==> config.mk <==
export PLATFORM = sky130hd
export DESIGN_NAME = bus_breakout_arbiter
export DESIGN_NICKNAME = d
export VERILOG_FILES = /design/src/rtl/bus_breakout_pkg.sv /design/src/rtl/bus_breakout_core.sv /design/src/rtl/bus_breakout_arbiter.sv
export SDC_FILE = /design/constraint.sdc
export NUM_CORES = 1
export LEC_CHECK = 0
export BUFFER_PORTS_ARGS = -buffer_cell sky130_fd_sc_hd__buf_2
export CORE_MARGIN = 10
export CORE_UTILIZATION = 47
export CTS_CLUSTER_SIZE = 30
export DETAILED_ROUTE_END_ITERATION = 10
export PLACE_DENSITY = 0.86
export SLEW_MARGIN = 20
export SYNTH_ARGS = -nofsm -noshare
export SYNTH_HDL_FRONTEND = slang
export SYNTH_SLANG_ARGS = --single-unit
==> constraint.sdc <==
create_clock -name clk -period 2 [get_ports clk]
set_input_delay 0.1 -clock clk [delete_from_list [all_inputs] [get_ports clk]]
set_output_delay 0.1 -clock clk [all_outputs]
set_load 0.01 [all_outputs]
==> src/rtl/bus_breakout_pkg.sv <==
// Shared widths, output-stage state encoding and the breakout combine function
// for the two-requester bus breakout arbiter.
package bus_breakout_pkg;

    localparam int IN_W  = 4;
    localparam int OUT_W = 6;

    typedef enum logic {
        ST_EMPTY = 1'b0,
        ST_FULL  = 1'b1
    } out_state_e;

    // Upper half of the first operand over the whole second operand.
    function automatic logic [OUT_W-1:0] breakout_combine(
        input logic [IN_W-1:0] in_1,
        input logic [IN_W-1:0] in_2
    );
        return {in_1[3:2], in_2[3:0]};
    endfunction

endpackage

==> src/rtl/bus_breakout_core.sv <==
// Purely combinational breakout combiner; the arbiter instantiates it once
// on the operands of the winning requester.
module bus_breakout_core
    import bus_breakout_pkg::*;
(
    input  logic [IN_W-1:0]  in_1,
    input  logic [IN_W-1:0]  in_2,
    output logic [OUT_W-1:0] out_word
);

    assign out_word = breakout_combine(in_1, in_2);

endmodule

==> src/rtl/bus_breakout_arbiter.sv <==
// Round-robin arbiter sharing one breakout combiner between two requesters,
// with a one-entry registered output stage and saturating grant counters.
module bus_breakout_arbiter
    import bus_breakout_pkg::*;
#(
    parameter int CNT_W     = 8,
    parameter int PRIO_INIT = 0
) (
    input  logic             clk,
    input  logic             rst,
    input  logic             req0_valid,
    output logic             req0_ready,
    input  logic [3:0]       req0_in_1,
    input  logic [3:0]       req0_in_2,
    input  logic             req1_valid,
    output logic             req1_ready,
    input  logic [3:0]       req1_in_1,
    input  logic [3:0]       req1_in_2,
    output logic             out_valid,
    input  logic             out_ready,
    output logic [5:0]       out_data,
    output logic             out_src,
    output logic [CNT_W-1:0] grant_cnt0,
    output logic [CNT_W-1:0] grant_cnt1
);

    localparam logic             PRIO_RST = (PRIO_INIT != 0) ? 1'b1 : 1'b0;
    localparam logic [CNT_W-1:0] CNT_MAX  = {CNT_W{1'b1}};
    localparam logic [CNT_W-1:0] CNT_ONE  = {{(CNT_W-1){1'b0}}, 1'b1};

    out_state_e       state_r;
    logic             prio_r;
    logic [OUT_W-1:0] out_data_r;
    logic             out_src_r;
    logic [CNT_W-1:0] cnt0_r;
    logic [CNT_W-1:0] cnt1_r;

    logic             can_accept_s;
    logic             grant_vld_s;
    logic             winner_s;
    logic             accept_s;
    logic [IN_W-1:0]  mux_in_1_s;
    logic [IN_W-1:0]  mux_in_2_s;
    logic [OUT_W-1:0] comb_out_s;

    // Winner selection: a lone valid wins, ties go to the priority pointer.
    always_comb begin
        grant_vld_s = 1'b0;
        winner_s    = 1'b0;
        if (req0_valid && req1_valid) begin
            grant_vld_s = 1'b1;
            winner_s    = prio_r;
        end else if (req0_valid) begin
            grant_vld_s = 1'b1;
            winner_s    = 1'b0;
        end else if (req1_valid) begin
            grant_vld_s = 1'b1;
            winner_s    = 1'b1;
        end else begin
            grant_vld_s = 1'b0;
            winner_s    = 1'b0;
        end
    end

    // Handshake qualification; readies are held low for the whole reset pulse.
    always_comb begin
        can_accept_s = (state_r == ST_EMPTY) || (out_ready && (state_r == ST_FULL));
        accept_s     = can_accept_s && grant_vld_s && !rst;
        req0_ready   = accept_s && (winner_s == 1'b0);
        req1_ready   = accept_s && (winner_s == 1'b1);
    end

    // Operand mux feeding the single shared combiner.
    always_comb begin
        if (winner_s) begin
            mux_in_1_s = req1_in_1;
            mux_in_2_s = req1_in_2;
        end else begin
            mux_in_1_s = req0_in_1;
            mux_in_2_s = req0_in_2;
        end
    end

    bus_breakout_core u_core (
        .in_1     (mux_in_1_s),
        .in_2     (mux_in_2_s),
        .out_word (comb_out_s)
    );

    // Output stage FSM: a load may coincide with a drain for full throughput.
    always_ff @(posedge clk or posedge rst) begin
        if (rst) begin
            state_r    <= ST_EMPTY;
            prio_r     <= PRIO_RST;
            out_data_r <= {OUT_W{1'b0}};
            out_src_r  <= 1'b0;
        end else begin
            case (state_r)
                ST_EMPTY: begin
                    if (accept_s) begin
                        state_r    <= ST_FULL;
                        out_data_r <= comb_out_s;
                        out_src_r  <= winner_s;
                        prio_r     <= ~winner_s;
                    end else begin
                        state_r <= ST_EMPTY;
                    end
                end
                ST_FULL: begin
                    if (accept_s) begin
                        state_r    <= ST_FULL;
                        out_data_r <= comb_out_s;
                        out_src_r  <= winner_s;
                        prio_r     <= ~winner_s;
                    end else if (out_ready) begin
                        state_r <= ST_EMPTY;
                    end else begin
                        state_r <= ST_FULL;
                    end
                end
                default: begin
                    state_r <= ST_EMPTY;
                end
            endcase
        end
    end

    // Saturating per-requester grant counters.
    always_ff @(posedge clk or posedge rst) begin
        if (rst) begin
            cnt0_r <= {CNT_W{1'b0}};
            cnt1_r <= {CNT_W{1'b0}};
        end else begin
            if (accept_s && (winner_s == 1'b0) && (cnt0_r != CNT_MAX)) begin
                cnt0_r <= cnt0_r + CNT_ONE;
            end
            if (accept_s && (winner_s == 1'b1) && (cnt1_r != CNT_MAX)) begin
                cnt1_r <= cnt1_r + CNT_ONE;
            end
        end
    end

    assign out_valid  = (state_r == ST_FULL);
    assign out_data   = out_data_r;
    assign out_src    = out_src_r;
    assign grant_cnt0 = cnt0_r;
    assign grant_cnt1 = cnt1_r;

endmodule

==> results.cfg <==
[synth]
yosysTopAreaCell = dfrtp_1
synthTopCellsByCount = 25 x dfrtp_1, 12 x nand2_1, 8 x xor2_1
synth_edf_count = 0
muxShareOfSynthArea_pct = 5.73
synthCells = 108
ys_ff_latch = 25
ys.flop_type = dfrtp_1
avgSynthCellArea_sq_um = 10.9
synth_cell_types = 26
syn_nets = 131
synth_area_leaders = dfrtp_1 53%, xor2_1 5.9%, mux2_2 5.7%
syn_area_sq_um = 1180
synth_fa_ha_area_share_pct = 2.12
synth-compound-area-share_pct = 8.17
yosys.area_share.simple_pct = 21.2
synth_top_family_by_area = simple AND/OR/NAND/NOR gates
yosys_warnings = 0
ys_async_sr_fraction_pct = 100
synth_xor_xnor_area_share_pct = 5.94
synth_top_area_share_pct = 53.0
yosysMostFrequentCell = dfrtp_1
seq_area_frac_synth_pct = 53.0

[run_status]
status = complete, no violations

[power]
p_per_area_nw_per_um2 = 1000
power_leakage_nw = 0.798
vdd_drop_max_v = 0.000843
total_power_w = 0.00152

[floorplan]
ios = 47
die_width_um = 70.1
rows = 18
coreArea_sq_um = 2430
dieHeight_um = 70.1
die_area_sq_um = 4910
initial_core_util_pct = 48.5

[worst_setup_path]
crit_type = primary input to primary output
cpMaxStageDelayCell = dlygate4sd3_1
cp-end-kind = primary output
path_cells = dlygate4sd3_1 -> buf_2 -> inv_2 -> nand4_2 -> inv_1 -> buf_2
critPathBufInv = 5
critPathMaxStageDelay_ns = 0.53
arrival_ns = 1.53
worstSetupStartpointType = primary input
required_ns = 1.90
critPathMostFrequentCell = buf_2
path_delay_family = buffers and inverters
cp_max_fo = 9

[layout]
drive_gt1_share_pct = 37.5
syn_to_final_growth_pct = 28.3
num-fill-cells = 217
multi_input_comb_area_sq_um = 509
regArea_sq_um = 626
finish.net_count = 184

[clock_tree]
clock_sinks = 25
post_cts_buffers = 0
path_clk_slew_ns = 0.13
clock_latency_ns = 0.31
clock-root-buffer = clkbuf_4
htreeDepth = 1
cts_made_buffers = 3
cts_hold_buf = 6
cts_tree = yes
cts_resized = 0
clockBufferDepth = 2

[placed_design]
place_congestion = 0.855
hpwl_mm = 2.22
port_buffers = 42

[global_routing]
grt_util_met1_pct = 13.4
met3_usage_pct = 3.39
globalRoute.totalOverflow = 0
grt_max_degree = 25
grt_pass1_wl_mm = 5.04
antenna_found_initial = 1
grt_util_all_layers_pct = 11.9
grt_pass1_vias = 1068
gr-usage-met2_pct = 21.2
grt_busiest_layer = met2

[drt]
viasPerCell = 5.55
drc_errors = 0
wl_per_cell_um = 15.6
ant_nets = 0
vias = 1061
routed_wl_mm = 2.98
first_pass_iters = 6
first_iter_violations = 140

[sta]
post-route-min-period_ns = 1.63
relSlewSlack_pct = 52.2
hold_viol = 0
fin_worst_skew_ns = 0.00481
tns_ns = 0
fmax_mhz = 615
setup_viol = 0
final_max_slew_viol_count = 0
grt_setup_unrepaired = no
fin_crit_sh_pct = 81.3
worstMarginPinSlew_ns = 0.713

[min_path]
hold_path_class = primary input to flip-flop

[run]
cap_violations = 0
## worst paths after layout
check	startpoint	endpoint	slack, ns	depth (start not counted)
worst min-delay path	req0_in_2[1]	out_data[1]	0.02	3
worst max register to register	grant_cnt0[0]	grant_cnt0[1]	0.42	5
min in group asynchronous	rst	out_valid	0.17	3
max in group asynchronous	rst	grant_cnt0[4]	1.34	4
worst min register to register	out_data[5]	out_data[5]	0.51	2
worst max-delay path	rst	req1_ready	0.37	6
## stage by stage
step	setup slack, ns	utilization, %	hold slack [ns]	instances	area [sq um]
global route	0.222	62.2	0.0127	191	1510
global placement	0.493	58.5	-0.0318	180	1420
finish	0.373	62.2	0.0152	191	1510
CTS	0.391	62.1	0.00155	190	1510
floorplan	0.508	-	0.00583	108	1180
detailed placement	0.454	58.5	-0.0280	180	1420
## cell type report
cell class / count / area share [%]
Timing Repair Buffer: 49 / 18.3
Sequential cell: 25 / 41.3
Antenna cell: 1 / 0.165
Multi-Input combinational cell: 73 / 33.6
Inverter: 9 / 2.23
Clock inverter: 1 / 0.331
Tap cell: 30 / 2.48
Clock buffer: 3 / 1.49
## placed cells by master, fill, tap and decap left out, types with 2 or more instances in the layout
cell type | netlist | layout
buf_2 | 0 | 42
nand3_1 | 6 | 6
inv_2 | 2 | 2
ha_1 | 2 | 2
mux2_2 | 6 | 6
nor3_1 | 5 | 5
a222oi_1 | 6 | 6
dlygate4sd3_1 | 0 | 6
nand2b_1 | 3 | 3
nand2_1 | 12 | 12
nand4_2 | 2 | 2
clkbuf_4 | 0 | 3
a31oi_1 | 3 | 3
dfrtp_1 | 25 | 25
a21oi_1 | 2 | 2
inv_1 | 7 | 7
nor2_1 | 6 | 6
nand4_1 | 3 | 3
xor2_1 | 8 | 8
## report_power, final
group / leakage (nW) / switching [W] / internal (W)
sequential: 0.315 / 0.000160 / 0.000639
combinational: 0.466 / 0.000261 / 0.000237
clock: 0.0177 / 0.000146 / 0.0000748
total: 0.798 / 0.000566 / 0.000951
## metal layers
layer	vias to the layer above	wire length, um
met2	35	1540
met1	531	1200
met5	-	0
met3	2	201
li1	493	-
met4	0	34
## logic make-up after synthesis
family	Yosys count
AND/OR/NAND/NOR	45
XOR/XNOR	8
buffers and inverters	10
adder cells (fa/ha/maj)	2
flip-flops	25
multiplexers	6
AO/OA/AOI/OAI	12
## state kept, by name, summed over array words and instances, names as in the netlist
name / count
out_data: 6
grant_cnt1: 8
prio_r: 1
out_valid: 1
grant_cnt0: 8
out_src: 1
## worst reg2reg max path: stages, from the launching register on
cell and delay [ns]:
dfrtp_1 0.45, ha_1 0.25, nand3_1 0.16, nor2_1 0.10, nor2_1 0.16, mux2_2 0.35
(Power assumes the default switching activity.)
